--- config.mk ---
export PLATFORM = sky130hd
export DESIGN_NAME = mux4_rr_sched
export DESIGN_NICKNAME = d
export VERILOG_FILES = /design/src/rtl/mux4_rr_pkg.sv /design/src/rtl/rr_pick4.sv /design/src/rtl/mux4_rr_sched.sv
export SDC_FILE = /design/constraint.sdc
export NUM_CORES = 1
export LEC_CHECK = 0
export CAP_MARGIN = 20
export CORE_MARGIN = 8
export CORE_UTILIZATION = 45
export CTS_BUF_LIST = sky130_fd_sc_hd__clkbuf_4 sky130_fd_sc_hd__clkbuf_8 sky130_fd_sc_hd__clkbuf_16
export CTS_CLUSTER_DIAMETER = 60
export CTS_CLUSTER_SIZE = 10
export DETAILED_ROUTE_END_ITERATION = 10
export DONT_BUFFER_PORTS = 1
export PLACE_DENSITY_LB_ADDON = 0.25
export SLEW_MARGIN = 10
export SYNTH_ARGS = -nofsm -noshare
export SYNTH_HDL_FRONTEND = slang
export SYNTH_SLANG_ARGS = --single-unit
--- constraint.sdc ---
create_clock -name clk -period 1.9 [get_ports clk]
set_input_delay 0.475 -clock clk [delete_from_list [all_inputs] [get_ports clk]]
set_output_delay 0.475 -clock clk [all_outputs]
set_load 0.01 [all_outputs]
--- src/rtl/mux4_rr_pkg.sv ---
// Shared types and defaults for the four-way round-robin burst mux.
package mux4_rr_pkg;

   typedef enum logic {
      IDLE = 1'b0,
      BUSY = 1'b1
   } state_t;

   typedef logic [1:0] owner_t;

   localparam int DEF_DW        = 8;
   localparam int DEF_MAX_BURST = 4;

   function automatic logic [3:0] onehot4(owner_t idx);
      logic [3:0] v;
      v = 4'b0000;
      v[idx] = 1'b1;
      return v;
   endfunction

endpackage

--- src/rtl/rr_pick4.sv ---
// Combinational round-robin pick: searches ptr+1, ptr+2, ptr+3, ptr (mod 4), first set req wins.
module rr_pick4
   import mux4_rr_pkg::*;
(
   input  logic [3:0] req,
   input  owner_t     ptr,
   output logic       found,
   output owner_t     idx
);

   owner_t cand;

   always_comb begin
      found = 1'b0;
      idx   = ptr;
      cand  = ptr;
      for (int k = 1; k <= 4; k++) begin
         cand = ptr + owner_t'(k);
         if (!found && req[cand]) begin
            found = 1'b1;
            idx   = cand;
         end
      end
   end

endmodule

--- src/rtl/mux4_rr_sched.sv ---
// Four-input data mux whose select is owned by a round-robin arbiter granting bursts of up to MAX_BURST transfers.
module mux4_rr_sched
   import mux4_rr_pkg::*;
#(
   parameter int DW        = DEF_DW,
   parameter int MAX_BURST = DEF_MAX_BURST
) (
   input  logic          clk,
   input  logic          rst_n,
   input  logic [3:0]    req,
   input  logic [DW-1:0] a,
   input  logic [DW-1:0] b,
   input  logic [DW-1:0] c,
   input  logic [DW-1:0] d,
   input  logic          y_ready,
   output logic [3:0]    gnt,
   output logic [1:0]    sel,
   output logic [DW-1:0] y,
   output logic          y_valid
);

   localparam int CW = $clog2(MAX_BURST + 1);

   state_t        state_q, state_d;
   logic [3:0]    gnt_q, gnt_d;
   owner_t        sel_q, sel_d;
   owner_t        last_q, last_d;
   logic [CW-1:0] cnt_q, cnt_d;

   logic   busy;
   logic   owner_req;
   logic   xfer;
   logic   last_beat;
   logic   release_now;
   owner_t pick_ptr;
   logic   pick_found;
   owner_t pick_idx;

   assign busy        = (state_q == BUSY);
   assign owner_req   = req[sel_q];
   assign y_valid     = busy && owner_req;
   assign xfer        = y_valid && y_ready;
   assign last_beat   = (cnt_q == CW'(MAX_BURST - 1));
   assign release_now = busy && (!owner_req || (xfer && last_beat));

   // On release the pointer used for the same-edge re-pick is the outgoing owner.
   assign pick_ptr = busy ? sel_q : last_q;

   rr_pick4 u_pick (
      .req   (req),
      .ptr   (pick_ptr),
      .found (pick_found),
      .idx   (pick_idx)
   );

   always_comb begin
      state_d = state_q;
      gnt_d   = gnt_q;
      sel_d   = sel_q;
      last_d  = last_q;
      cnt_d   = cnt_q;
      if (state_q == IDLE) begin
         if (pick_found) begin
            state_d = BUSY;
            gnt_d   = onehot4(pick_idx);
            sel_d   = pick_idx;
            cnt_d   = '0;
         end
      end else if (release_now) begin
         last_d = sel_q;
         cnt_d  = '0;
         if (pick_found) begin
            gnt_d = onehot4(pick_idx);
            sel_d = pick_idx;
         end else begin
            state_d = IDLE;
            gnt_d   = 4'b0000;
            sel_d   = '0;
         end
      end else if (xfer) begin
         cnt_d = cnt_q + CW'(1);
      end
   end

   always_ff @(posedge clk or negedge rst_n) begin
      if (!rst_n) begin
         state_q <= IDLE;
         gnt_q   <= 4'b0000;
         sel_q   <= '0;
         last_q  <= 2'd3;
         cnt_q   <= '0;
      end else begin
         state_q <= state_d;
         gnt_q   <= gnt_d;
         sel_q   <= sel_d;
         last_q  <= last_d;
         cnt_q   <= cnt_d;
      end
   end

   always_comb begin
      y = '0;
      if (busy) begin
         case (sel_q)
            2'd0:    y = a;
            2'd1:    y = b;
            2'd2:    y = c;
            default: y = d;
         endcase
      end
   end

   assign gnt = gnt_q;
   assign sel = sel_q;

endmodule

* Yosys cells after proc, flatten, opt, wreduce, memory -nomap -nowiden
Cells that the tools add are included.
Cells by class: reduce and logical (&&, ||, !) cells 18, add/sub/neg operators 4, magnitude comparators 7, muxes and demuxes 38, eq/ne operators 5
Operators by type and width (number):
- $pmux W8 S3 | 1
- $lt A2 B3 Y1 const B | 6
- $mux W2 | 9
- $mux W4 | 4
- $mux W1 | 13
- $mux W3 | 4
- $bmux W1 S2 | 5
- $logic_and A1 B1 Y1 | 8
- $mux W8 | 1
- $reduce_and A2 Y1 | 3
- $add A2 B2 Y2 const B | 2
- $logic_not A1 Y1 | 4
- $add A3 B1 Y3 const B | 1
- $eq A3 B2 Y1 const B | 1
- $ne A3 B1 Y1 const B | 1
- $add A2 B1 Y2 const B | 1
- $demux W1 S2 | 1
- $eq A2 B1 Y1 const B | 1
- $eq A2 B2 Y1 const B | 1
- $ge A2 B1 Y1 const B | 1
- $logic_not A2 Y1 | 1
- $ne A2 B1 Y1 const B | 1
- $reduce_bool A2 Y1 | 1
- $logic_or A1 B1 Y1 | 1
Word-level totals: word-level logic and storage cells 77, input port bits 39, flip-flop bits (word level) 12

* Logic depth before layout (Yosys ltp)
word-level depth 21, mapped depth 6, depth with buffers taken out 6

* Modules after synthesis
From an unflattened synthesis, not the netlist that was laid out.
Unflattened totals: cell total of the unflattened synthesis 80, area total of the unflattened synthesis 937.1 um^2
Modules (own cells, without submodules):
- mux4_rr_sched | cells an instance 66, area an instance 854.6 um^2, seq. area each 302.8 um^2, times used 1
- rr_pick4 | cells an instance 14, area an instance 82.6 um^2, seq. area each 0.0 um^2, times used 1

* Worst setup path after synthesis
OpenSTA, ideal clock, no wires.
kind register to output, from register sel_q[0], in the netlist sel[0], to output port y[0], arrival 1.417 ns, required time 1.425 ns, cell stages (with the launch flop) 4, path slack 0.008 ns, path through dfrtp_1 buf_2 mux4_2 and2_1
Between the ends: word-level cells in the longest chain between the ends 3, elaborated cells on any way between the ends 5, those cells by class 2 x eq/ne; 2 x mux; 1 x reduce/logical
RTL lines:
- from (decl) | line mux4_rr_sched.sv:26 | owner_t sel_q, sel_d;
- from (signal assigned) | line mux4_rr_sched.sv:95 | sel_q <= sel_d;
- $eq A2 B2 Y1, or another cell as far along | line mux4_rr_sched.sv:104 | case (sel_q)
- $pmux W8 S3 * | line mux4_rr_sched.sv:104
- $mux W8 * | line mux4_rr_sched.sv:103 | if (busy) begin
- to (decl) | line mux4_rr_sched.sv:18 | output logic [DW-1:0] y,
Every way passes the cells marked *; elsewhere a longest branch is shown, timed or not.

* Worst setup path after layout
Same ends and word-level chain as after synthesis.

==> impl_results.md <==
- Slew Limit Fails: 0
- Gr usage total: 13.7%
- Initial antenna violation count: 0
- Drt total wl: 2560 um
- Tmin final: 2.00 ns
- Largest net degree at the start of global routing: 12
- Power consumption: 1690 uW
- Startpoint Class: flip-flop
- Post-place setup slack: 0.120 ns
- Grt ovf: 0
- Slew margin rel.: 70.2%
- Status: complete, but fails checks
- Die area: 0.00382 mm2
- Leakage: 0.000448 uW
- Fin Clk Skew: 0.00445 ns
- Seq/Total Area, Yosys: 32.0%
- Final Util: 53.7%
- Final Cycle Share: 105%
- Root Buffer: clkbuf_4
- RSZ-0062 raised after global routing: true
- Worst vdd ir: 0.852 mV
- Crit path max fanout: 8
- Die X: 61.8 um
- First-pass GRT wire length: 3820 um
- Initial Util: 47.7%
- Crit path required time: 1.42 ns
- Tightest Hold Check Type: in2async
- Post-Syn Instances: 83
- Synth Cell Area: 946 um2
- Area fraction of the dominant cell type after synthesis: 26.5%
- Reg area: 303 um2
- Final ANT Viol Nets: 0
- Power density cells: 1590 mW/mm2
- Fill count: 169
- Skew-Pair Late Insertion Delay: 0.28 ns
- Syn_area_per_cell: 11.4 um2
- Drt wl/cell: 22.2 um
- Drt first pass iters: 4
- Area growth, synth to finish: 12.6%
- Yosys reg bits: 12
- Worst setup margin: -0.0955 ns
- CTS sink cnt: 12
- CTS H-tree depth: 1
- GP Congestion: 0.777
- Diode count: 0
- Vias in the first global route: 744
- Die height: 61.8 um
- Residual DRC count: 0
- Crit path kind: reg2out
- Failing checks: negative setup slack
- Footprint of the multi-input gates: 632 um2
- Primary FF master, synth: dfrtp_1
- Final setup violation count: 9
- TritonCTS clock tree: yes
- WP data arrival: 1.52 ns
- Worst-path clk slew: 0.08 ns
- Ports: 54
- Fmax: 501 MHz
- MaxCap Viol Count: 0
- CORE AREA: 0.00198 mm2
- CTS Buf Count: 3
- Final net count: 130
- Share of layout cells above drive strength 1: 43.2%
- Initial DRC Count: 25
- Synth unique cells: 32
- Number of synthesized flops with an enable pin: 0
- Top cells by area, synth: dfrtp_1, mux4_2, and2_1
- Synth Warn #: 0
- Least-Margin Pin Slew: 0.445 ns
- Leading area contributor after synthesis: dfrtp_1
- Vias: 709
- Port buffer count: 0
- Clk buf depth: 2
- Async SR Flop Fraction: 100%
- HPWL after detailed placement: 2120 um
- Post-Syn Nets: 124
- Final hold viol count: 0
- Rows: 16
- DR vias/cell: 6.17
- Critical path endpoint category: output pin
## synthesized netlist by cell type (all sizes together), types with 2 or more instances
| library cell | n |
|---|---|
| buf | 2 |
| mux4 | 9 |
| clkbuf | 3 |
| a21boi | 2 |
| ha | 2 |
| inv | 3 |
| o2bb2ai | 2 |
| o31ai | 3 |
| mux2 | 4 |
| dfstp | 2 |
| and3 | 2 |
| and2 | 10 |
| a32o | 2 |
| nand2 | 10 |
| mux2i | 2 |
| o21ai | 5 |
| dfrtp | 10 |
## state kept, by name, summed over array words and instances (netlist names)
name / flops
busy: 1
cnt_q: 3
gnt: 4
last_q: 2
sel: 2
## through the flow
stage | TNS (ns) | hold slack (ns) | instance area (um2) | std cells
floorplan | 0 | 0.179 | 946 | 83
global placement | 0 | 0.180 | 982 | 109
detailed placement | 0 | 0.180 | 982 | 109
CTS | -0.910 | 0.0257 | 1060 | 115
global route | -1.32 | 0.0181 | 1060 | 115
finish | -0.756 | 0.0304 | 1060 | 115
## per-layer routing
layer / share of wire, % / routed length, um / vias up / track usage (%)
li1: - / - / 324 / -
met1: 32 / 827 / 332 / 13.4
met2: 48 / 1240 / 49 / 24.4
met3: 18 / 465 / 4 / 5.97
met4: 1.0 / 26 / 0 / 5.84
met5: 0 / 0 / - / 0
## worst paths after layout
path / from / to / slack (ns) / cells after the start
setup / recovery: sel[0] / y[0] / -0.1 / 3
hold / removal: rst_n / last_q[1] / 0.03 / 0
setup reg to reg: busy / gnt[0] / 0.09 / 4
hold reg to reg: cnt_q[2] / cnt_q[2] / 0.49 / 2
max in group asynchronous: rst_n / cnt_q[2] / 1.02 / 1
min in group clk: y_ready / cnt_q[2] / 0.41 / 2
## what timing repair did
| action | CTS | global route |
|---|---|---|
| resized for setup | 11 | 2 |
| buffers inserted | 1 | 0 |
| setup endpoints to repair | 9 | 13 |
| hold buffers | 1 | 0 |
| hold endpoints to repair | 10 | 0 |
| pin swaps | 6 | 0 |
## placed cells by master, fill, tap and decap left out, drive strengths merged
cell         instances
a211oi               1
a21boi               2
a21oi                1
a32o                 2
and2                10
and3                 2
buf                  5
clkbuf               4
dfrtp               10
dfstp                2
dlygate4sd3          1
ha                   2
inv                  3
mux2                 4
mux2i                2
mux4                 9
nand2               10
nand2b               1
nand3b               1
nor2                 1
nor2b                1
o21ai                5
o2bb2ai              2
o31a                 1
o31ai                3
o32ai                1
or3                  1
or4                  1
## power breakdown
part           switching, uW  leakage [uW]  total (uW)  internal [uW]
Sequential              86.8      0.000147         454            367
Combinational            476      0.000283        1050            577
Clock                   88.0     0.0000184         184           95.8
Total                    650      0.000448        1690           1040
## cell families (layout without fill, tap and decap cells)
kind of cell    Yosys count  after routing  share of synthesized area [%]
buf+inv                   8             13                           4.10
mux                      15             15                           29.1
compound gates           18             18                           16.3
fa+ha+maj                 2              2                           2.65
flops                    12             12                           32.0
simple gates             28             28                           15.9
## final cells by class
cell class,count,share of cell area (%)
tap,27,3.17
inverter,3,1.06
sequential,12,28.4
clock buffer,4,2.82
multi-input combinational,63,59.3
timing repair buffer,6,5.17
## worst max-delay path: stages (launching register included)
cell     delay [ns]
dfrtp_1        0.39
buf_6          0.17
mux4_2         0.50
and2_4         0.18
Power figures use the tool's default switching activity.
